## config.mk

```make
export PLATFORM = sky130hd
export DESIGN_NAME = term_write_ctrl
export DESIGN_NICKNAME = d
export VERILOG_FILES = /design/src/rtl/term_pkg.sv /design/src/rtl/term_cursor.sv /design/src/rtl/term_write_ctrl.sv
export SDC_FILE = /design/constraint.sdc
export NUM_CORES = 1
export LEC_CHECK = 0
export CAP_MARGIN = 20
export CORE_MARGIN = 3
export CORE_UTILIZATION = 50
export DETAILED_ROUTE_END_ITERATION = 10
export DONT_BUFFER_PORTS = 1
export GPL_ROUTABILITY_DRIVEN = 0
export HOLD_SLACK_MARGIN = 0.03
export PLACE_DENSITY_LB_ADDON = 0.1
export SYNTH_ARGS = -nofsm -noshare
export SYNTH_HDL_FRONTEND = slang
export SYNTH_SLANG_ARGS = --single-unit
```

## constraint.sdc

```tcl
create_clock -name clk -period 4.73 [get_ports clk]
set_clock_uncertainty 0.15 [all_clocks]
set_input_delay 0.946 -clock clk [delete_from_list [all_inputs] [get_ports clk]]
set_output_delay 0.946 -clock clk [all_outputs]
set_load 0.005 [all_outputs]
```

## src/rtl/term_pkg.sv

```systemverilog
// Shared constants, FSM state encoding and byte classification for the
// text-terminal write controller.
package term_pkg;
  localparam int TERM_COLS = 32;
  localparam int TERM_ROWS = 4;

  localparam logic [7:0] CH_CR    = 8'h0D;
  localparam logic [7:0] CH_LF    = 8'h0A;
  localparam logic [7:0] CH_BS    = 8'h08;
  localparam logic [7:0] CH_SPACE = 8'h20;
  localparam logic [7:0] PRINT_LO = 8'h20;
  localparam logic [7:0] PRINT_HI = 8'h7E;

  typedef enum logic [2:0] {
    S_IDLE, S_PUT, S_MOVE, S_BACK, S_ECHO, S_CLEAR
  } term_state_t;

  typedef enum logic [1:0] {C_NONE, C_PRINT, C_NL, C_BS} ch_class_t;

  function automatic ch_class_t classify(input logic [7:0] b);
    ch_class_t c;
    c = C_NONE;
    if (b >= PRINT_LO && b <= PRINT_HI) c = C_PRINT;
    else if (b == CH_CR || b == CH_LF)  c = C_NL;
    else if (b == CH_BS)                c = C_BS;
    return c;
  endfunction
endpackage

```

## src/rtl/term_cursor.sv

```systemverilog
// Logical cursor (col 0..31, row 0..3) with advance/newline/back/home and the
// rotated logical->physical column mapping used by the RAM and display.
module term_cursor
  import term_pkg::*;
#(
  parameter int COL_OFFSET = 24,
  parameter int HOME_ROW   = 1
) (
  input  logic       clk,
  input  logic       reset,
  input  logic       adv,
  input  logic       newline,
  input  logic       back,
  input  logic       home,
  output logic [4:0] phys_x,
  output logic [1:0] row
);
  logic [4:0] col;

  always_ff @(posedge clk) begin
    if (!reset) begin
      col <= '0;
      row <= HOME_ROW[1:0];
    end else if (home) begin
      col <= '0;
      row <= HOME_ROW[1:0];
    end else if (newline) begin
      col <= '0;
      row <= row + 2'd1;
    end else if (adv) begin
      col <= col + 5'd1;
      if (col == 5'(TERM_COLS - 1)) row <= row + 2'd1;
    end else if (back) begin
      if (col != 5'd0) col <= col - 5'd1;
    end
  end

  // 5-bit add wraps mod 32 for free
  assign phys_x = col + COL_OFFSET[4:0];
endmodule

```

## src/rtl/term_write_ctrl.sv

```systemverilog
// Turns UART bytes and clear requests into character-RAM write cycles,
// owns the cursor and schedules the byte echo back to the UART.
module term_write_ctrl
  import term_pkg::*;
#(
  parameter int COL_OFFSET = 24,
  parameter int HOME_ROW   = 1,
  parameter int ECHO_EN    = 1
) (
  input  logic       clk,
  input  logic       reset,
  input  logic [7:0] rx_data,
  input  logic       rx_valid,
  input  logic       clr_req,
  input  logic       tx_busy,
  output logic       tx_start,
  output logic [7:0] tx_data,
  output logic       ram_we,
  output logic [1:0] ram_wy,
  output logic [4:0] ram_wx,
  output logic [7:0] ram_wdata,
  output logic [4:0] cur_x,
  output logic [1:0] cur_y,
  output logic       busy,
  output logic       overflow
);
  term_state_t state, nxt;
  logic [7:0]  ch, buf_data, src;
  logic        buf_full, clr_pend, src_valid, start_clr, ld_ch;
  logic [6:0]  n;
  logic        adv, nl, back, home;

  term_cursor #(.COL_OFFSET(COL_OFFSET), .HOME_ROW(HOME_ROW)) u_cursor (
    .clk(clk), .reset(reset), .adv(adv), .newline(nl), .back(back),
    .home(home), .phys_x(cur_x), .row(cur_y)
  );

  // a held byte always goes ahead of a fresh one
  assign src_valid = buf_full | rx_valid;
  assign src       = buf_full ? buf_data : rx_data;
  assign start_clr = (state == S_IDLE) && (clr_req || clr_pend);
  assign busy      = (state != S_IDLE);
  assign tx_data   = ch;

  always_comb begin
    nxt       = state;
    ram_we    = 1'b0;
    ram_wy    = '0;
    ram_wx    = '0;
    ram_wdata = '0;
    tx_start  = 1'b0;
    adv       = 1'b0;
    nl        = 1'b0;
    back      = 1'b0;
    home      = 1'b0;
    ld_ch     = 1'b0;
    case (state)
      S_IDLE: begin
        if (start_clr) nxt = S_CLEAR;
        else if (src_valid) begin
          ld_ch = 1'b1;
          case (classify(src))
            C_PRINT: nxt = S_PUT;
            C_NL:    nxt = S_MOVE;
            C_BS:    nxt = S_BACK;
            default: nxt = S_IDLE;
          endcase
        end
      end
      S_PUT: begin
        ram_we    = 1'b1;
        ram_wy    = cur_y;
        ram_wx    = cur_x;
        ram_wdata = (ch == CH_BS) ? CH_SPACE : ch;
        nxt       = (ch == CH_BS) ? S_ECHO : S_MOVE;
      end
      S_MOVE: begin
        if (classify(ch) == C_NL) nl = 1'b1;
        else                      adv = 1'b1;
        nxt = S_ECHO;
      end
      S_BACK: begin
        back = 1'b1;
        nxt  = S_PUT;
      end
      S_ECHO: begin
        if (ECHO_EN == 0) nxt = S_IDLE;
        else if (!tx_busy) begin
          tx_start = 1'b1;
          nxt      = S_IDLE;
        end
      end
      S_CLEAR: begin
        ram_we    = 1'b1;
        ram_wy    = n[6:5];
        ram_wx    = n[4:0];
        ram_wdata = CH_SPACE;
        if (n == 7'(TERM_COLS * TERM_ROWS - 1)) begin
          home = 1'b1;
          nxt  = S_IDLE;
        end
      end
      default: nxt = S_IDLE;
    endcase
  end

  always_ff @(posedge clk) begin
    if (!reset) begin
      state    <= S_IDLE;
      ch       <= '0;
      buf_data <= '0;
      buf_full <= 1'b0;
      clr_pend <= 1'b0;
      n        <= '0;
      overflow <= 1'b0;
    end else begin
      state <= nxt;
      if (ld_ch) ch <= src;
      if (state == S_IDLE) begin
        if (start_clr) begin
          // clear wins: held byte and same-cycle byte are both discarded
          buf_full <= 1'b0;
          clr_pend <= 1'b0;
          n        <= '0;
        end else if (buf_full) begin
          buf_full <= rx_valid;
          if (rx_valid) buf_data <= rx_data;
        end
      end else begin
        if (rx_valid) begin
          if (buf_full) overflow <= 1'b1;
          else begin
            buf_full <= 1'b1;
            buf_data <= rx_data;
          end
        end
        if (clr_req && state != S_CLEAR) clr_pend <= 1'b1;
        if (state == S_CLEAR) n <= n + 7'd1;
      end
    end
  end
endmodule

```

==> results of run 1 <==
==> cell type report <==
type,instances,area (um^2),area share (%)
clock buffers,6,82.6,3.48
clock inverters,2,10.0,0.421
inverters,9,33.8,1.42
multi-input cells,222,1460,61.6
flip-flops and latches,36,721,30.3
well taps,52,65.1,2.74
==> layout by cell type, fill, tap and decap left out, types with 3 or more instances in the layout <==
master and n:
a211oi_1 7, a21o_1 3, a21oi_1 18, a31oi_1 4, and2_1 8, and3_1 4, clkbuf_8 6, dfxtp_1 36
ha_1 4, inv_1 9, mux2_2 3, mux2i_1 24, nand2_1 27, nand2b_1 7, nand3_1 6, nand4_1 4
nor2_1 33, nor3_1 6, nor3b_1 4, o2111ai_1 3, o211a_1 3, o211ai_1 3, o21ai_0 8, o31ai_1 3
or4_1 3
==> worst max-delay path: cells and delay by family, from the launching register on <==
family	cells	cell delay (ns)
and+or+nand+nor	3	1.00
DFF	1	0.65
==> stage by stage <==
step,cells,util (%),total power (uW)
floorplan,286,-,775
global placement,319,51.4,808
detailed placement,319,51.4,811
CTS,327,53.4,1040
global route,327,53.4,1110
finish,327,53.4,1040
==> kinds of logic after synthesis <==
group,count (synthesis),share of synthesized area (%)
AOI/OAI and AO/OA,68,20.1
xor gates and xnor gates,3,1.12
adders and majority gates,5,3.00
buffers and inverters,28,6.63
DFF,36,30.8
muxes,27,11.7
and+or+nand+nor,119,26.6
==> sequential cells by signal, indices dropped and copies added, names as in the netlist <==
name,cells
u_cursor.row,2
clr_pend,1
buf_full,1
n,7
tx_data,8
buf_data,8
overflow,1
u_cursor.col,5
state,3
==> worst paths after layout <==
check | end | slack, ns | cells past startpoint
hold reg to reg | buf_data[6] | 0.33 | 2
setup / recovery | ram_wdata[3] | 1.68 | 3
setup reg to reg | u_cursor.col[4] | 1.95 | 8
hold / removal | buf_data[6] | 0.33 | 2
==> power by group through the flow <==
stage                     Combinational [uW]  Sequential (uW)  Clock [uW]
final                                    349              459         230
after global routing                     393              471         250
after CTS                                348              458         236
after detailed placement                 347              464           0
after global placement                   345              463           0
after floorplan                          374              400           0
==> routing by layer <==
metal / GRT usage (%) / vias to the layer above / share of wire [%]
met2: 29.2 / 59 / 42
met4: 8.30 / 0 / 1.8
li1: - / 1018 / -
met1: 29.2 / 947 / 50
met5: 0 / - / 0
met3: 5.54 / 10 / 6.1
==> results.env, run 1 <==
SWITCHING_POWER_uW=416
FP.COREAREA_UM2=4440
DRT_ITER0_MARKERS=156
CELLINTERNALPOWER_uW=623
WORST_SLACK_NS=1.68
REPORT.FINAL.SLEW_VIOL_COUNT=0
CLK_PATH_BUF_DEPTH=2
FINALINSTANCEAREA_UM2=2370
WORST_PATH_ARRIVAL_TIME_NS=1.95
N_FILL_CELL=449
SEQUENTIALPOWERSHARE_PCT=44.2
SETUP-TNS-FINAL_NS=0
SYNTH-EDFF-COUNT=0
CP_MAX_FO=17
DIE_AREA_UM2=5530
MAX_SLEW.WORST_PIN.SLEW_NS=0.831
POST_DRT_ANTENNA_NETS=0
SYNTH_TOP_CELLS_BY_AREA='dfxtp_1, mux2i_1, nor2_1, nand2_1, a21oi_1'
SETUP_REPAIR_AFTER_GLOBAL_ROUTING_MISSED_ITS_MARGIN='false'
POST_DRT_VIA_CELL_RATIO=6.22
CTSRESIZECOUNT=0
YOSYS-TOP-CELLS-COUNT='dfxtp_1, nor2_1, nand2_1, mux2i_1, a21oi_1'
GRT_PASS1_VIAS=1799
NETLIST_INSTANCES=286
NUMBER_OF_BUFFER_CELLS_ADDED_ON_PRIMARY_PORTS=0
SYN_TO_FINAL_GROWTH_PCT=1.55
WORST_SKEW_PAIR.LATE_LATENCY_NS=0.29
CRITICAL_PATH.CELL_CHAIN='nand2b_1, nor2_1, and3_1'
ROUTED_WL_UM=5450
SYNTH_NETS=304
POSTSYNTHAREAPERCELL_UM2=8.18
CRITPATHLAUNCH='state[0]'
FIN_NETS=292
CTS_INSERTED_BUFFERS=5
SLEW_HEADROOM_PCT=44.6
REPORT.FINAL.HOLD_VIOL_COUNT=0
POSTSYNTH.ASYNCRESETSHARE_PCT=0
MAX_CAP_VIOLATIONS=0
RUN_STATUS='finished, final reports clean'
POSTCTSSETUPREPAIRBUFS=0
POST-SYNTH-TOP-AREA-FRACTION_PCT=30.8
TOTAL_LEAKAGE_POWER_uW=0.000836
HIGHEST_CLOCK_FREQUENCY_THE_DESIGN_CAN_MEET_MHz=328
DOMINANTREGCELLSYNTH='dfxtp_1'
NUMBER_OF_WARNINGS_ISSUED_BY_YOSYS=0
TIMING.CRITICAL_PATH.SLOWEST_CELL_DELAY_NS=0.65
HOLD_CLASS='register to register'
CLOCK_TREE_FROM_TRITONCTS='yes'
MAXIMUM_NUMBER_OF_PINS_ON_ONE_NET_BEFORE_GLOBAL_ROUTE_REPAIR=23
PRE_CTS_WS_NS=1.97
WORSTREG2REGSTART='state[2]'
GRT_PASS1_WL_UM=8780
YOSYSTOPAREACELL='dfxtp_1'
SITE_ROWS=24
DR.PASS1.ITERS=4
ROUTE.DETAILED.WL_PER_INST_UM=16.7
WORST_EP_REQUIRED_TIME_NS=3.63
TIMING.SETUP.CRITICAL_PATH_CLASS='register to primary output'
FIN_WORST_HOLD_SLACK_NS=0.328
YOSYSMOSTFREQUENTCELL='dfxtp_1'
GRT_USE_TOTAL_PCT=20.5
CLK_PIN_SLEW_WORST_PATHS_NS=0.07
FP.DIEW_UM=74.4
DIE_HEIGHT_UM=74.4
CRIT_SLOWEST_CELL='dfxtp_1'
PLACE_HPWL_UM=3950
SEQUENTIAL_ELEMENT_SHARE_OF_THE_SYNTHESIZED_AREA_PCT=30.8
SETUP_VIOL=0
PLACEMENT.CELL_AREA_UM2=2280
POSTCTSHOLDBUFS=0
POWER_PER_STANDARD_CELL_AREA_nW_PER_UM2=437
HTREE_NUM_LEVELS=2
SETUP.WORST_PATH.START_CLASS='register'
HOLD_START='buf_data[6]'
CTS.SINKS=36
MIN_PERIOD_OVER_PERIOD_PCT=64.4
INITIAL_CORE_UTIL_PCT=52.6
NUMBER_OF_TOP_LEVEL_PINS=47
TIMING.CRITICAL_PATH.TO_TYPE='primary output'
SWITCHING_SHARE_PCT=40.0
SYNTH_AREA_UM2=2340
COMBPWRFRAC_PCT=33.6
CLOCK_TREE_ROOT_BUFFER_CELL='clkbuf_8'
ANTENNA_CELLS=0
GRT_OVERFLOW=0
YS_FF_LATCH=36
POST-ROUTE-DRC-COUNT=0
TIMING.FINAL.CRIT_PERIOD_NS=3.05
MAX-VDD-IR-DROP_mV=0.300
POST_ROUTE_CELLS_DRIVE_ABOVE_1_SHARE_PCT=6.55
ANTENNA_FOUND_INITIAL=0
SYNTH_CELL_TYPE_COUNT=56
NUMBER_OF_VIAS_IN_THE_ROUTED_LAYOUT=2034
SHARE_CLK_OF_TOTAL_POWER_PCT=22.1
Note: power is estimated with default switching activity, not from simulation.
==> run 2: changes to the inputs <==
Settings changed: ABC_AREA from default to 1.
Clock period 4.73 ns to 3 ns, I/O delays scaled along.
==> run 2 against run 1 <==
- synthesized cell count up 13%
- area after synthesis down 7.3%
- non-clock buffer count up 2
- first-iteration DRC count down 47%
- register-to-register slack worse by 1.3 ns
- hold slack worse by 0.040 ns
- critical path type unchanged
- largest cell class unchanged
==> results.env, run 2 <==
MAX_CAP_VIOLATIONS=0
NUMBER_OF_BUFFER_CELLS_ADDED_ON_PRIMARY_PORTS=0
YOSYSTOPAREACELL='dfxtp_1'
YOSYS-TOP-CELLS-COUNT='nand2_1, inv_1, dfxtp_1, nor2_1, a21oi_1'
FINALINSTANCEAREA_UM2=2250
MULTI_INPUT_COMB_AREA_UM2=1170
POST_DRT_VIA_CELL_RATIO=5.34
SYNTH_TOP_CELLS_BY_AREA='dfxtp_1, nand2_1, inv_1, a21oi_1, o21ai_0'
MIN_PERIOD_OVER_PERIOD_PCT=83.9
HTREE_NUM_LEVELS=2
TIMING.SETUP.CRITICAL_PATH_CLASS='register to primary output'
GRT_PASS1_WL_UM=8510
WORSTPATHBUFFERINVERTERCOUNT=3
POST_ROUTE_CELLS_DRIVE_ABOVE_1_SHARE_PCT=11.8
REPORT.FINAL.HOLD_VIOL_COUNT=0
REPORT.FINAL.SLEW_VIOL_COUNT=0
SYNTH_FA_HA_AREA_SHARE_PCT=3.23
SWITCHING_SHARE_PCT=43.8
WORST_EP_REQUIRED_TIME_NS=2.25
DOMINANTREGCELLSYNTH='dfxtp_1'
CTSRESIZECOUNT=0
POSTSYNTH.ASYNCRESETSHARE_PCT=0
SEQUENTIAL_ELEMENT_SHARE_OF_THE_SYNTHESIZED_AREA_PCT=33.3
SYNTH-COMPOUND-AREA-SHARE_PCT=19.7
FIN_NETS=338
NUMBER_OF_VIAS_IN_THE_ROUTED_LAYOUT=1980
N_FILL_CELL=432
TIMING.CRITICAL_PATH.SLOWEST_CELL_DELAY_NS=0.39
PLACE_HPWL_UM=3810
POST_SYNTH_MUX_AREA_SHARE_PCT=0
ANTENNA_FOUND_INITIAL=0
POSTCTSHOLDBUFS=0
TOTAL_LEAKAGE_POWER_uW=0.000946
LAYOUT_COMMONEST_CELL='nand2_1'
GRT_USE_TOTAL_PCT=20.8
POST_DRT_ANTENNA_NETS=0
YS_FF_LATCH=36
CLOCK_TREE_ROOT_BUFFER_CELL='clkbuf_8'
ROUTED_WL_UM=4890
PLACEMENT.CELL_AREA_UM2=2160
FP.DIEW_UM=71.8
SHARE_CLK_OF_TOTAL_POWER_PCT=19.9
SYNTH_NETS=341
FF_LATCH_AREA_UM2=721
RUN_STATUS='finished, final reports clean'
DR.PASS1.ITERS=4
ANTENNA_CELLS=0
NUMBER_OF_WARNINGS_ISSUED_BY_YOSYS=0
CRITICAL_PATH.CELL_CHAIN='inv_2, nor2_2, inv_1, nor2_1, inv_1, o22ai_1'
SITE_ROWS=23
CELLINTERNALPOWER_uW=1020
SEQUENTIALPOWERSHARE_PCT=37.8
COMBPWRFRAC_PCT=42.4
PATH_DELAY_FAMILY='simple AND/OR/NAND/NOR gates'
SYNTH_TOP_FAMILY_BY_AREA='simple AND/OR/NAND/NOR gates'
POWER_PER_STANDARD_CELL_AREA_nW_PER_UM2=804
CLK_PATH_BUF_DEPTH=2
CRIT_SLOWEST_CELL='dfxtp_1'
NUMBER_OF_TOP_LEVEL_PINS=47
TIMING.CRITICAL_PATH.TO_TYPE='primary output'
HIGHEST_CLOCK_FREQUENCY_THE_DESIGN_CAN_MEET_MHz=397
FINAL_CELLS=371
SWITCHING_POWER_uW=793
WORST_PATH_ARRIVAL_TIME_NS=1.77
SYNTH_CELL_TYPE_COUNT=37
POST-ROUTE-DRC-COUNT=0
ROUTE.DETAILED.WL_PER_INST_UM=13.2
POSTSYNTHAREAPERCELL_UM2=6.71
MAXIMUM_NUMBER_OF_PINS_ON_ONE_NET_BEFORE_GLOBAL_ROUTE_REPAIR=22
CTS_INSERTED_BUFFERS=5
SYNTH_SIMPLE_GATE_AREA_SHARE_PCT=29.3
YOSYSMOSTFREQUENTCELL='nand2_1'
POSTCTSSETUPREPAIRBUFS=0
SYNTH_AREA_UM2=2170
DIE_HEIGHT_UM=71.8
SETUP_REPAIR_AFTER_GLOBAL_ROUTING_MISSED_ITS_MARGIN='false'
CPMOSTUSEDCELL='inv_1'
CP_MAX_FO=12
CLK_PIN_SLEW_WORST_PATHS_NS=0.07
SYN_TO_FINAL_GROWTH_PCT=3.87
TIMING.FINAL.CRIT_PERIOD_NS=2.52
GRT_OVERFLOW=0
SETUP_VIOL=0
YOSYS.AREA_SHARE.XOR_XNOR_PCT=1.62
CLOCK_TREE_FROM_TRITONCTS='yes'
POST-SYNTH-TOP-AREA-FRACTION_PCT=33.3
SYNTH-EDFF-COUNT=0
CTS.SINKS=36
MAX-VDD-IR-DROP_mV=0.491
DP_CELLS=363
GRT_PASS1_VIAS=1876
LAYOUT_COMMON_CELLS='nand2_1, inv_1, dfxtp_1, nor2_1, a21oi_1'
INITIAL_CORE_UTIL_PCT=53.0
MAX_SLEW.WORST_PIN.SLEW_NS=0.558
SETUP.WORST_PATH.START_CLASS='register'
HOLD_CLASS='input port to register'
DIE_AREA_UM2=5160
FP.COREAREA_UM2=4090
NETLIST_INSTANCES=323
DRT_ITER0_MARKERS=82
SLEW_HEADROOM_PCT=62.8
SETUP-TNS-FINAL_NS=0
WORST_SKEW_PAIR.LATE_LATENCY_NS=0.29
==> run 2: changes by cell type after synthesis, sizes merged, moves of 4 or more <==
cell and delta:
a211oi -8, a21oi +6, a31oi +4, and2 -8
clkbuf -6, inv +43, mux2i -24, nand2 +52
nand2b -7, nand3 +6, o21ai +21, o22ai +7
==> run 2: cells by family after synthesis <==
kind of cell / count (synthesis)
XOR/XNOR: 4
flip-flops: 36
AO/OA/AOI/OAI: 76
buffers and inverters: 64
AND/OR/NAND/NOR: 138
adder cells (fa/ha/maj): 5
==> run 2: stage by stage <==
step           utilization (%)  power, uW  hold WS (ns)  worst slack, ns
3_3_place_gp              52.9       1450         0.311            0.735
2_1_floorplan                -       1340         0.297            0.915
6_report                  55.1       1810         0.288            0.483
4_1_cts                   55.1       1820         0.274            0.463
3_5_place_dp              52.9       1460         0.316            0.697
5_1_grt                   55.1       1990         0.282            0.315
==> run 2: final cells by class <==
cell class / instances / share of cell area [%]
Inverter: 52 / 8.67
Timing Repair Buffer: 2 / 0.667
Clock buffer: 8 / 4.00
Multi-Input combinational cell: 223 / 51.9
Tap cell: 50 / 2.78
Sequential cell: 36 / 32.0
==> run 2: worst paths after layout <==
path | startpoint | end | slack, ns | cells past startpoint
max reg2reg | tx_data[1] | u_cursor.col[4] | 0.68 | 13
min reg2reg | buf_data[4] | buf_data[4] | 0.32 | 2
min | reset | overflow | 0.29 | 1
max | state[0] | ram_wx[0] | 0.48 | 6
==> run 2: worst register-to-register path, stage by stage, from the launching register on <==
cell	delay, ns
dfxtp_1	0.32
inv_1	0.10
nand2_1	0.05
o21ai_0	0.07
nand2_1	0.07
nor2_1	0.24
nor2_2	0.09
inv_1	0.14
ha_1	0.29
a21oi_1	0.16
o31ai_1	0.09
o21ai_0	0.24
a21oi_1	0.10
o21a_1	0.10
==> run 2: layer usage <==
layer / vias to the layer above / share of wire [%] / wire, um / track usage (%)
met3: 12 / 6.4 / 311 / 6.31
met4: 0 / 2.2 / 109 / 8.56
met2: 50 / 41 / 1980 / 29.4
met5: - / 0 / 0 / 0
met1: 880 / 51 / 2490 / 29.3
li1: 1038 / - / - / -
==> run 2: power groups by stage <==
stage          Clock (uW)  Combinational (uW)  Sequential (uW)
3_5_place_dp            0                 768              697
2_1_floorplan           0                 673              671
5_1_grt               393                 893              703
6_report              360                 767              683
4_1_cts               368                 772              685
3_3_place_gp            0                 759              695
